===== config.mk =====
export PLATFORM = sky130hd
export DESIGN_NAME = count_decoder
export DESIGN_NICKNAME = d
export VERILOG_FILES = /design/src/rtl/count_decoder.sv
export SDC_FILE = /design/constraint.sdc
export NUM_CORES = 1
export LEC_CHECK = 0
export BUFFER_PORTS_ARGS = -buffer_cell sky130_fd_sc_hd__buf_4
export CAP_MARGIN = 20
export CORE_AREA = 5 5 42 44
export DETAILED_ROUTE_END_ITERATION = 12
export DIE_AREA = 0 0 47 49
export MAX_ROUTING_LAYER = met4
export PLACE_DENSITY = 0.7
export SETUP_SLACK_MARGIN = 0.2
export SLEW_MARGIN = 20
export SYNTH_ARGS = -nofsm -noshare
export SYNTH_HDL_FRONTEND = slang
export SYNTH_SLANG_ARGS = --single-unit

===== constraint.sdc =====
create_clock -name clk -period 4.6 [get_ports clk]
set_input_delay 0.46 -clock clk [delete_from_list [all_inputs] [get_ports clk]]
set_output_delay 0.46 -clock clk [all_outputs]
set_load 0.02 [all_outputs]

===== src/rtl/count_decoder.sv =====
// Binary/Gray 3-bit counter decoder with a +1 sequence tracker (UNLOCK -> ACQ -> LOCKED).
// Optional saturating error counter on the err_cnt port, enabled by COUNT_DECODER_ERRCNT_EN.
module count_decoder (
  input  logic       clk,
  input  logic       reset,
  input  logic       mode,
  input  logic       in_valid,
  input  logic [2:0] count_in,
  output logic [2:0] bin_out,
  output logic       out_valid,
  output logic       locked,
  output logic       seq_err
`ifdef COUNT_DECODER_ERRCNT_EN
  ,
  output logic [3:0] err_cnt
`endif
);

  typedef enum logic [1:0] {
    StUnlock,
    StAcq,
    StLocked
  } state_e;

  state_e     state_q, state_d;
  logic       m_q, m_d;
  logic [2:0] ref_q, ref_d;
  logic       mode_q, mode_d;
  logic [2:0] bin_q, bin_d;
  logic       out_valid_q, out_valid_d;
  logic       seq_err_q, seq_err_d;

  logic [2:0] dec;
  logic [2:0] expected;
  logic       match;

  always_comb begin
    if (mode) begin
      dec[2] = count_in[2];
      dec[1] = count_in[2] ^ count_in[1];
      dec[0] = count_in[2] ^ count_in[1] ^ count_in[0];
    end else begin
      dec = count_in;
    end
  end

  // 3-bit add wraps 7 -> 0; a repeated value never equals ref+1, so it counts as a mismatch.
  assign expected = ref_q + 3'd1;
  assign match    = (dec == expected);

  always_comb begin
    state_d     = state_q;
    m_d         = m_q;
    ref_d       = ref_q;
    mode_d      = mode_q;
    bin_d       = bin_q;
    out_valid_d = 1'b0;
    seq_err_d   = 1'b0;
    if (in_valid) begin
      bin_d       = dec;
      out_valid_d = 1'b1;
      ref_d       = dec;
      mode_d      = mode;
      // A code change restarts acquisition silently, whatever the current state.
      if ((mode != mode_q) || (state_q == StUnlock)) begin
        state_d = StAcq;
        m_d     = 1'b0;
      end else begin
        unique case (state_q)
          StAcq: begin
            if (match) begin
              if (m_q) begin
                state_d = StLocked;
                m_d     = 1'b0;
              end else begin
                m_d = 1'b1;
              end
            end else begin
              m_d = 1'b0;
            end
          end
          StLocked: begin
            if (!match) begin
              seq_err_d = 1'b1;
              m_d       = 1'b0;
              state_d   = StAcq;
            end
          end
          default: begin
            state_d = StUnlock;
            m_d     = 1'b0;
          end
        endcase
      end
    end
  end

  always_ff @(posedge clk) begin
    if (!reset) begin
      state_q     <= StUnlock;
      m_q         <= 1'b0;
      ref_q       <= 3'd0;
      mode_q      <= 1'b0;
      bin_q       <= 3'd0;
      out_valid_q <= 1'b0;
      seq_err_q   <= 1'b0;
    end else begin
      state_q     <= state_d;
      m_q         <= m_d;
      ref_q       <= ref_d;
      mode_q      <= mode_d;
      bin_q       <= bin_d;
      out_valid_q <= out_valid_d;
      seq_err_q   <= seq_err_d;
    end
  end

  assign bin_out   = bin_q;
  assign out_valid = out_valid_q;
  assign locked    = (state_q == StLocked);
  assign seq_err   = seq_err_q;

`ifdef COUNT_DECODER_ERRCNT_EN
  logic [3:0] err_cnt_q, err_cnt_d;

  always_comb begin
    err_cnt_d = err_cnt_q;
    if (seq_err_d && (err_cnt_q != 4'd15)) begin
      err_cnt_d = err_cnt_q + 4'd1;
    end
  end

  always_ff @(posedge clk) begin
    if (!reset) begin
      err_cnt_q <= 4'd0;
    end else begin
      err_cnt_q <= err_cnt_d;
    end
  end

  assign err_cnt = err_cnt_q;
`endif

endmodule

**Yosys cells after proc, flatten, opt, wreduce, memory -nomap -nowiden**

Index checks and enable logic that the tools add are counted.

- Reductions and logical operators: 5
- $mul: 0
- Add/subtract/negate cells: 1
- Divide/modulo/power cells: 0
- Bitwise operators: 5
- Order comparisons: 0
- Shift operators: 0
- Equality and inequality tests: 7
- Multiplexer cells: 13

Operator list:

| cell | count |
|---|---|
| 2-bit two-way mux | 5 |
| 1-bit two-way mux | 6 |
| 3-bit != test, second input constant | 2 |
| 2-bit case mux with 2 select lines | 1 |
| 4-bit AND reduction | 1 |
| 4-bit OR reduction | 1 |
| 3-bit by 1-bit adder with 3-bit output, second input constant | 1 |
| 3-bit == test | 1 |
| 3-bit by 2-bit != test with 1-bit output, second input constant | 1 |
| 1-bit NOT | 3 |
| 2-bit by 1-bit == test with 1-bit output, second input constant | 1 |
| 2-bit == test, second input constant | 1 |
| 2-bit zero test | 1 |
| 1-bit case mux with 2 select lines | 1 |
| 2-bit AND reduction | 1 |
| 1-bit bitwise XOR | 2 |
| 1-bit logical OR | 1 |
| 1-bit != test | 1 |

- Logic and storage cells: 37
- Input port bits: 7
- Bits in latches: 0
- Register bits: 9
- Memories: 0
- ROM bits: 0
- Bits in writable memories: 0

**Depth between registers and ports, before layout**

- Word-level depth: 7
- Depth in mapped cells: 6

**Worst setup path before layout**

OpenSTA, ideal clock, no wires.

- Path kind: reg2reg
- Start: reg bin_out[0] (netlist name)
- End: reg m_q
- Arrival: 1.571 ns
- Stages on the path, launching flop included: 7
- Slack: 2.914 ns
- Buffers on the path: 0
- Cell sequence: dfxtp_1 ha_1 xnor3_1 and3_4 o22ai_4 nor2b_1 o21a_1

RTL lines:

| what | RTL line | RTL |
|---|---|---|
| to (signal assigned) | 109 | `m_q <= m_d;` |
| to (decl) | 26 | `logic m_q, m_d;` |

==> impl_metrics.sql <==
INSERT INTO impl_metrics (metric_group, metric, value, unit) VALUES
('sta', 'report.final.slew_viol_count', '0', ''),
('synthesis', 'yosys_warnings', '0', ''),
('routing', 'highest_routing_layer_actually_used', 'met4', ''),
('routing', 'detailroute.via_count', '455', ''),
('grt', 'grt_antenna_before_repair', '0', ''),
('cells_and_area', 'antenna_cells_inserted', '0', ''),
('grt', 'grt_start_max_net_pins', '15', ''),
('clocking', 'clk_transition_reported_paths', '0.07', 'ns'),
('grt', 'grt_pass1_vias', '422', ''),
('synthesis', 'synthCells', '59', ''),
('pwr', 'switchingPower', '62.09', 'uW'),
('clocking', 'max-clock-path-buffers', '2', ''),
('pwr', 'leakage', '0.0003045', 'uW'),
('routing', 'routedLengthMet1', '499', 'um'),
('outcome', 'result_of_the_run', 'complete, no violations', ''),
('pwr', 'p_sw_share', '30.33', '%'),
('min_path', 'min_from', 'reset', ''),
('setup_path', 'cp_data_arrival_time', '1.90', 'ns'),
('grt', 'globalRouteTotalUtil', '11.53', '%'),
('sta', 'finalSetupViolCount', '0', ''),
('grt', 'global_route.overflow_total', '0', ''),
('routing', 'initialDrtViolationCount', '7', ''),
('sta', 'timing.final.hold_violations', '0', ''),
('place', 'routability_driven_placement_congestion_ratio', '0.7286', ''),
('setup_path', 'crit_path_start_kind', 'register', ''),
('clocking', 'cts_hold_buffers', '0', ''),
('routing', 'finalWirelength', '1064', 'um'),
('grt', 'grt_first_pass_wirelength', '1863', 'um'),
('place', 'dp_hpwl', '804.4', 'um'),
('setup_path', 'path_buf_inv', '0', ''),
('synthesis', 'synth_area_leader_cell', 'dfxtp_1', ''),
('clocking', 'ctsHtreeMaxLevel', '1', ''),
('routing', 'number_of_nets_with_antenna_violations_after_routing', '0', ''),
('clocking', 'cts_tree', 'yes', ''),
('die', 'floorplan.die.width', '47', 'um'),
('setup_path', 'cp-end-kind', 'register', ''),
('cells_and_area', 'number_of_nets_in_the_layout', '81', ''),
('cells_and_area', 'fraction_of_the_core_area_covered_by_cells_at_the_end_of_the_flow', '47.68', '%'),
('synthesis', 'syn-num-nets', '67', ''),
('synthesis', 'unique_cell_type_count_in_the_yosys_netlist', '30', ''),
('synthesis', 'avgSynthCellArea', '9.352', 'sq um'),
('setup_path', 'regToRegEndpoint', 'm_q', ''),
('clocking', 'cts_num_sinks', '9', ''),
('clocking', 'cts-buffers-inserted', '3', ''),
('pwr', 'share_clk_of_total_power', '31.9', '%'),
('pwr', 'seqPwrFrac', '44.4', '%'),
('synthesis', 'synth_area_leaders', 'dfxtp_1 33%, xor2_1 7.9%, xnor3_1 4.1%, mux2i_1 3.6%, o22ai_4 3.6%', ''),
('routing', 'via_per_inst', '5.170', ''),
('setup_path', 'crit_fanout', '7', ''),
('die', 'initial_util', '39.37', '%'),
('setup_path', 'reg2reg_depth', '6', ''),
('synthesis', 'yosys.area.top_type_share', '32.65', '%'),
('sta', 'fin_crit', '1.682', 'ns'),
('min_path', 'hold_path.class', 'primary input to register', ''),
('clocking', 'clk-insertion-delay-late', '0.27', 'ns'),
('setup_path', 'crit_path_cell_trace', 'ha_1 > xor2_1 > nor3_1 > o22ai_4 > o221ai_2 > o21a_1', ''),
('routing', 'met2_wirelength', '512', 'um'),
('setup_path', 'worst_ep_required_time', '4.82', 'ns'),
('synthesis', 'synth_enable_flop_cells', '0', ''),
('sta', 'fin_hold_ws', '0.4600', 'ns'),
('pwr', 'power_density', '306.4', 'nW/um^2'),
('die', 'core_region_area', '1401', 'sq um'),
('synthesis', 'flip_flop_and_latch_count_after_synthesis', '9', ''),
('synthesis', 'yosysSeqAreaShare', '32.65', '%'),
('synthesis', 'synth_top_cells_by_count', '9 x dfxtp_1, 5 x nor2_1, 5 x xor2_1, 4 x nand2_1, 3 x and3_1', ''),
('setup_path', 'critical_path.reg2reg.startpoint', 'bin_out[0]', ''),
('min_path', 'min_delay_path_depth', '2', ''),
('routing', 'drcViolationCount', '0', ''),
('routing', 'wl_met3', '41', 'um'),
('place', 'numPortBuffers', '12', ''),
('clocking', 'cts_setup_buffers', '0', '');
-- stage by stage --
stage / total power (uW) / worst slack, ns / area [sq um] / cells
2_1_floorplan: 127.3 / 2.914 / 551.8 / 59
3_5_place_dp: 141.4 / 2.857 / 641.9 / 84
3_3_place_gp: 140.0 / 2.893 / 641.9 / 84
6_report: 204.7 / 2.918 / 668.1 / 88
4_1_cts: 207.2 / 2.904 / 668.1 / 88
5_1_grt: 219.0 / 2.794 / 668.1 / 88
-- placed cells by master (no fill, tap or decap), drive strengths merged, types with 2 or more instances in the layout --
| cell type | Yosys | routed |
|---|---|---|
| nand2b | 2 | 2 |
| nor2 | 5 | 5 |
| nand2 | 4 | 4 |
| nor3 | 2 | 2 |
| xor2 | 5 | 5 |
| o21ai | 3 | 3 |
| dfxtp | 9 | 9 |
| and3 | 4 | 4 |
| buf | 1 | 12 |
| mux2i | 2 | 2 |
| and2 | 2 | 2 |
| clkbuf | 2 | 4 |
| nor2b | 2 | 2 |
| a211oi | 2 | 2 |
| o21a | 2 | 2 |
-- logic make-up after synthesis --
kind of cell	after synthesis	synth area share, %
compound gates	13	21.08
xor+xnor	7	13.61
fa+ha+maj	1	2.267
buf+inv	4	4.306
flops	9	32.65
mux	2	3.628
simple gates	23	22.45
-- cell type report --
type                            count  area (sq um)
Clock buffer                        4         26.28
Fill cell                         152         733.2
Inverter                            1         3.754
Multi-Input combinational cell     46         347.8
Sequential cell                     9         180.2
Tap cell                           16         20.02
Timing Repair Buffer               12         90.09
-- state kept, by name, indices dropped and copies added (netlist names) --
name / flops
bin_out: 3
state_q: 2
m_q: 1
mode_q: 1
out_valid: 1
seq_err: 1
-- power by group through the flow --
stage	sequential, uW	combinational (uW)	clock (uW)
2_1_floorplan	94.2	33.2	0
3_3_place_gp	92.3	47.7	0
3_5_place_dp	92.8	48.7	0
4_1_cts	90.8	49.1	67.3
5_1_grt	92.1	53.6	73.3
6_report	90.9	48.5	65.3
-- per-layer routing --
metal	GRT usage, %	up-vias
met5	-	-
met1	14.25	207
met4	6.912	0
li1	-	235
met3	4.428	2
met2	15.38	11
-- worst max-delay path by stage --
stage | start | endpoint | slack [ns] | depth (start not counted)
floorplan | bin_out[0] | m_q | 2.91 | 6
global placement | mode | m_q | 2.89 | 6
detailed placement | mode | m_q | 2.86 | 6
CTS | bin_out[0] | m_q | 2.90 | 6
global route | bin_out[0] | m_q | 2.79 | 6
finish | bin_out[0] | m_q | 2.92 | 6
Note: power is estimated with default switching activity, not from simulation.
